===== src/rtl/sram_like_responder.sv =====
// sram_like_responder: slave end of the sram-like split address/data handshake.
// Issues each accepted request to a single-cycle synchronous SRAM port, buffers
// the returned word in an in-order FIFO and releases it after DELAY extra cycles.
module sram_like_responder #(
   parameter int unsigned DEPTH = 4,
   parameter int unsigned DELAY = 0
) (
   input  logic        clk,
   input  logic        resetn,
   input  logic        req,
   input  logic        wr,
   input  logic [1:0]  size,
   input  logic [3:0]  wstrb,
   input  logic [31:0] addr,
   input  logic [31:0] wdata,
   output logic        addr_ok,
   output logic        data_ok,
   output logic [31:0] rdata,
   output logic        sram_en,
   output logic [3:0]  sram_wen,
   output logic [31:0] sram_addr,
   output logic [31:0] sram_wdata,
   input  logic [31:0] sram_rdata
);

   localparam int unsigned PW = (DEPTH > 1) ? $clog2(DEPTH) : 1;
   localparam int unsigned CW = PW + 1;
   localparam logic [3:0]    TIMER_INIT = 4'(DELAY);
   localparam logic [CW-1:0] DEPTH_C    = CW'(DEPTH);

   logic [PW-1:0] head;
   logic [PW-1:0] tail;
   logic [CW-1:0] fill;
   logic [CW-1:0] count;
   logic          in_flight;
   logic          in_flight_wr;
   logic          accept;
   logic          push;
   logic          pop;
   logic          size_unused;
   logic [31:0]   entry_data  [DEPTH];
   logic [3:0]    entry_timer [DEPTH];

   // Occupancy, handshake outputs and the SRAM request path
   always_comb begin
      count       = fill + CW'(in_flight);
      addr_ok     = (count < DEPTH_C);
      // Gating with resetn keeps the SRAM idle while reset is held, even with req high.
      accept      = req && addr_ok && resetn;
      push        = in_flight;
      pop         = (fill != '0) && (entry_timer[head] == 4'd0);
      data_ok     = pop;
      rdata       = pop ? entry_data[head] : '0;
      sram_en     = accept;
      sram_wen    = (accept && wr) ? wstrb : '0;
      sram_addr   = addr;
      sram_wdata  = wdata;
      size_unused = ^size;
   end

   // In-flight stage, FIFO pointers and fill level
   always_ff @(posedge clk or negedge resetn) begin
      if (!resetn) begin
         head         <= '0;
         tail         <= '0;
         fill         <= '0;
         in_flight    <= 1'b0;
         in_flight_wr <= 1'b0;
      end else begin
         in_flight    <= accept;
         in_flight_wr <= accept && wr;
         if (push) tail <= tail + 1'b1;
         if (pop)  head <= head + 1'b1;
         case ({push, pop})
            2'b10:   fill <= fill + 1'b1;
            2'b01:   fill <= fill - 1'b1;
            default: fill <= fill;
         endcase
      end
   end

   for (genvar g = 0; g < DEPTH; g++) begin : g_entry
      // Per-entry data capture and countdown timer
      always_ff @(posedge clk or negedge resetn) begin
         if (!resetn) begin
            entry_data[g]  <= '0;
            entry_timer[g] <= '0;
         end else if (push && (tail == PW'(g))) begin
            entry_data[g]  <= in_flight_wr ? '0 : sram_rdata;
            entry_timer[g] <= TIMER_INIT;
         end else if (entry_timer[g] != 4'd0) begin
            entry_timer[g] <= entry_timer[g] - 4'd1;
         end
      end
   end

endmodule


===== config.mk =====
export PLATFORM = sky130hd
export DESIGN_NAME = sram_like_responder
export DESIGN_NICKNAME = d
export VERILOG_FILES = /design/src/rtl/sram_like_responder.sv
export SDC_FILE = /design/constraint.sdc
export NUM_CORES = 1
export LEC_CHECK = 0
export CAP_MARGIN = 20
export CORE_ASPECT_RATIO = 2
export CORE_MARGIN = 2
export CORE_UTILIZATION = 50
export DETAILED_ROUTE_END_ITERATION = 6
export DONT_BUFFER_PORTS = 1
export GPL_TIMING_DRIVEN = 0
export PLACE_DENSITY_LB_ADDON = 0.15
export SYNTH_ARGS = -nofsm -noshare
export SYNTH_HDL_FRONTEND = slang
export SYNTH_SLANG_ARGS = --single-unit

===== constraint.sdc =====
create_clock -name clk -period 5.2 [get_ports clk]
set_input_delay 0.52 -clock clk [delete_from_list [all_inputs] [get_ports clk]]
set_output_delay 0.52 -clock clk [all_outputs]
set_load 0.005 [all_outputs]

* Word level (Yosys, flattened, before mapping)
Cells that the tools add are included.
** Operators by class
- Add/subtract/negate cells :: 9
- Reduce and logical (&&, ||, !) cells :: 20
- Muxes and demuxes :: 18
- Magnitude comparators :: 2
- Eq/ne operators :: 5
- Bitwise gates (word level) :: 1
** Operators by type and width (count)
- $mux 32 :: 4
- $bmux 32 s2 :: 1
- $mux 4 :: 11
- $reduce_bool 4->1 :: 4
- $sub 4x1->4 const B :: 4
- $reduce_bool 2->1 :: 5
- $bmux 4 s2 :: 1
- $logic_and 1x1->1 :: 8
- $eq 2x2->1 const B :: 3
- $pmux 3 s2 :: 1
- $add 2x1->2 const B :: 2
- $eq 2x1->1 const B :: 2
- $logic_not 4->1 :: 1
- $add 3x1->3 :: 1
- $add 3x1->3 const B :: 1
- $ge 3x3->1 const B :: 1
- $lt 3x3->1 const B :: 1
- $not 2->3 :: 1
- $reduce_bool 3->1 :: 1
- $sub 3x1->3 const B :: 1
- $logic_not 2->1 :: 1
** Storage, ports and cells
- Output and inout port bits :: 103
- Register bits after elaboration :: 153
- Word-level logic and storage cells :: 68
- Bits of input ports :: 106

* Logic depth before layout (Yosys ltp)
- Word-level depth :: 8
- Gate-level depth with buffers :: 12
- Gate-level depth less buffers :: 10

* Worst setup path before layout
No wires, ideal clock.
- Path type :: reg-to-reg
- Start point :: register entry_timer[8] (netlist name)
- End point :: register fill[2]
- Clock period less this slack :: 2.520 ns
- Setup slack :: 2.680 ns
- Setup time :: 0.079 ns
- Arrival :: 2.441 ns
- Required time :: 5.121 ns
- Cell stages (with the launch flop) :: 12
- Path buffers :: 1
- Cell sequence :: dfrtp_1 -> or4_4 -> mux2i_4 -> a22oi_4 -> buf_6 -> inv_1 -> ha_1 -> inv_1 -> fa_1 -> xor2_1 -> nor2_1 -> xor2_1
** Between the ends
- Cells in the longest elaborated chain, start to end :: 7
- Elaborated cells between the ends (all ways) :: 9
- Those cells by class :: eq/ne: 2; mux: 4; reduce/logical: 3
** Ends and longest elaborated chain
- from (decl) :: line 42 : logic [3:0] entry_timer [DEPTH];
- from (signal, indexed assignment) :: line 92 : entry_timer[g] <= entry_timer[g] - 4'd1;
- $bmux 4 s2 * :: line 51 : pop = (fill != '0) && (entry_timer[head] == 4'd0);
- $mux 4 (implied by the code) * (2 in a row) :: line 51
- $logic_not 4->1 * :: line 51
- $logic_and 1x1->1 * :: line 51
- named net data_ok :: line 17 : output logic data_ok,
- $eq 2x1->1 / $eq 2x2->1 (equally long branches) :: line 74 : case ({push, pop})
- $pmux 3 s2 / $reduce_bool 2->1 (equally long branches)
- to (signal assigned) :: line 75 : 2'b10: fill <= fill + 1'b1;
- to (signal assigned) :: line 76 : 2'b01: fill <= fill - 1'b1;
- to (signal assigned) :: line 77 : default: fill <= fill;
- to (decl) :: line 33 : logic [CW-1:0] fill;
The timed path passes the listed nets; every way through them passes the cells marked *. The select of a mux whose other input is x is not followed.
A chain may end at the register's enable or synchronous reset.

* Final worst setup path
- Start point :: register entry_timer[5] (netlist name)
- End point :: register fill[2]
Same word-level chain as after synthesis.

==> impl_results.md <==
* Post-Syn Area at 0.00767 sq mm
* Critical path class: reg -> reg
* DR pass1 iterations at 4
* Design area at 0.00855 sq mm
* Achievable clock frequency at 353 MHz
* Synth-to-Final Area Change at 11.5%
* Clk slew on worst S/H paths at 0.06 ns
* Sequential share of the synthesized area at 49.9%
* Vias per inst at 5.42
* Gate Count Post-Synth at 734
* Die ar. at 0.0164 sq mm
* Vias at 5,227
* Crit Path Max Fanout at 10
* Initial antenna violation count at 0
* Rows at 64
* Syn Area/Cell at 10.4 sq um
* Main synth FF type: dfrtp_1
* Total core area at 0.0151 sq mm
* Post-place instance area at 0.00792 sq mm
* Die Y at 179 microns
* Placer congestion estimate at 0.786
* Clk_skew at 0.00739 ns
* Initial Util at 50.7%
* Relative slew slack at 40.8%
* Worst EP arrival at 3.17 ns
* # H-tree levels at 4
* Critical path capture point type: register
* Unrepaired setup endpoints after global routing: false
* Inserted Diodes at 0
* Synth warn at 0
* Layout Nets at 874
* I/O pin total at 209
* Worst slew pin tran at 0.888 ns
* Leakage power at 4.01 nW
* Number of global-route vias before repair at 5,297
* Total Wirelength at 17,300 microns
* Power Density at 608 mW/mm^2
* Total chip power at 5.20 mW
* TritonCTS Sinks at 153
* Max_cap viols at 0
* Most frequent cells in the layout: dfrtp_1, nand2_1, o21ai_0, buf_4, nand2b_1
* Hold Fails Final Rpt at 3
* Total Routing Usage GR at 22.1%
* Register area at 0.00383 sq mm
* Final period util at 54.4%
* CTS tree: yes
* Initial drt markers at 289
* Antenna Violating Nets Remaining at 0
* Pin count of the biggest net entering global routing at 154
* Maximum VDD drop at 328 uV
* Hpwl dp at 11,600 microns
* Clk Latency, worst-skew pair at 0.42 ns
* Post-synth EDFFs at 0
* Layout cells sized above 1 at 22.9%
* Drt wl/cell at 18.0 microns
* Yosys reg bits at 153
* Crit path launch type: register
* Die X-Extent at 91.6 microns
* Slowest CP cell: or4_1
* Crit path largest cell delay at 0.62 ns
* Status: complete, but fails checks
* Final hold slack at -0.0209 ns
* I/O Buffers at 0
* Min Tclk post-route at 2.83 ns
* Most common cell after layout, fill and taps aside: dfrtp_1
* Final setup fails at 0
* Fin. max-slew vios at 0
* DRC at 0
* Clock Path Buffers at 2
* Critical-path cell list: or4_1, o2bb2ai_2, a22oi_4, buf_6, inv_1, ha_1, inv_1, fa_1, xor2_1, nor2_1, xor2_1
* GR Overflow Total at 0
* Worst Path Required at 5.54 ns
* Clock buffer count from CTS at 17
* Synth async-reset ratio at 100%
* Postcts setup bufs at 0
* Violated checks: negative hold slack
* Yosys cell types at 38
* Post-Syn Nets at 854
* First-pass GRT wire length at 28,000 microns
* Root buffer cell: clkbuf_16
* Setup TNS at 0 ns
* Min-Delay Path Class: in -> async
* FILL cells at 1,329
* Multi-input combinational cell area at 0.00311 sq mm
-- registers in the layout (all words and copies together) (netlist names) --
register      count
entry_timer      16
tail              2
fill              3
entry_data      128
in_flight_wr      1
head              2
in_flight         1
-- worst max-delay path, delay by kind of cell (launching register included) --
family,cells,cell delay (ns)
buffers and inverters,3,0.40
XOR/XNOR,2,0.31
AND/OR/NAND/NOR,2,0.73
adder cells (fa/ha/maj),2,0.58
AO/OA/AOI/OAI,2,0.35
flip-flops,1,0.40
-- Yosys cell counts (all sizes together), types with 4 or more instances --
| cell | count | area share, % |
|---|---|---|
| clkbuf | 32 | 1.6 |
| mux4 | 32 | 9.4 |
| nand2b | 38 | 3.1 |
| and2 | 9 | 0.73 |
| xnor2 | 5 | 0.57 |
| xor2 | 4 | 0.46 |
| nor2 | 15 | 0.73 |
| or3 | 4 | 0.39 |
| a21oi | 10 | 0.65 |
| buf | 72 | 7.1 |
| o21ai | 132 | 8.6 |
| ha | 13 | 2.1 |
| dfrtp | 153 | 50 |
| nand2 | 135 | 6.6 |
| inv | 17 | 0.83 |
| nor2b | 33 | 3.6 |
-- final timing paths --
check	from	to	slack, ns	depth (start not counted)
max reg2reg	entry_timer[5]	fill[2]	2.37	11
max	entry_timer[5]	fill[2]	2.37	11
min reg2reg	entry_data[88]	entry_data[88]	0.47	2
min	resetn	entry_data[120]	-0.02	1
max in group asynchronous	resetn	entry_data[50]	4.45	1
min in group clk	req	in_flight	0.30	1
-- area by class of cell --
class,instances,area share [%]
Clock buffer,17,4.97
Timing Repair Buffer,1,0.322
Sequential cell,153,44.8
Buffer,104,7.74
Clock inverter,15,2.14
Tap cell,198,2.90
Inverter,17,0.746
Multi-Input combinational cell,460,36.4
-- metal layers --
| layer | vias up | routed length [microns] | global-route usage, % |
|---|---|---|---|
| li1 | 2445 | - | - |
| met4 | 0 | 213 | 6.19 |
| met1 | 2650 | 7360 | 28.8 |
| met3 | 17 | 788 | 5.04 |
| met2 | 115 | 8980 | 37.2 |
| met5 | - | 0 | 0 |
-- through the flow --
step,worst slack [ns],instances,utilization [%],hold WS [ns]
global placement,2.37,932,52.3,0.229
floorplan,2.68,734,-,0.224
CTS,2.34,965,56.5,0.135
finish,2.37,965,56.5,-0.0209
detailed placement,2.35,932,52.3,0.228
global route,2.18,965,56.5,0.0593
-- where the power goes --
part,switching [mW],total (mW),internal [mW],leakage (nW)
combinational,0.972,1.93,0.961,1.86
sequential,0.274,2.00,1.73,1.85
clock,0.534,1.26,0.726,0.295
total,1.78,5.20,3.42,4.01
-- repair_timing --
item	in CTS	in global routing
setup endpoints to repair	0	0
gates resized for setup	0	0
hold buffers	1	0
hold endpoints to repair	153	0
-- cells by family (layout without fill, tap and decap cells) --
family                   after synthesis  in the layout  synth area share (%)
AND/OR/NAND/NOR                      250            250                  16.7
flip-flops                           153            153                  49.9
AO/OA/AOI/OAI                        151            151                  10.4
buffers and inverters                121            154                  9.46
multiplexers                          36             36                  10.1
adder cells (fa/ha/maj)               14             14                  2.38
XOR/XNOR                               9              9                  1.03
Note: power is estimated with default switching activity, not from simulation.
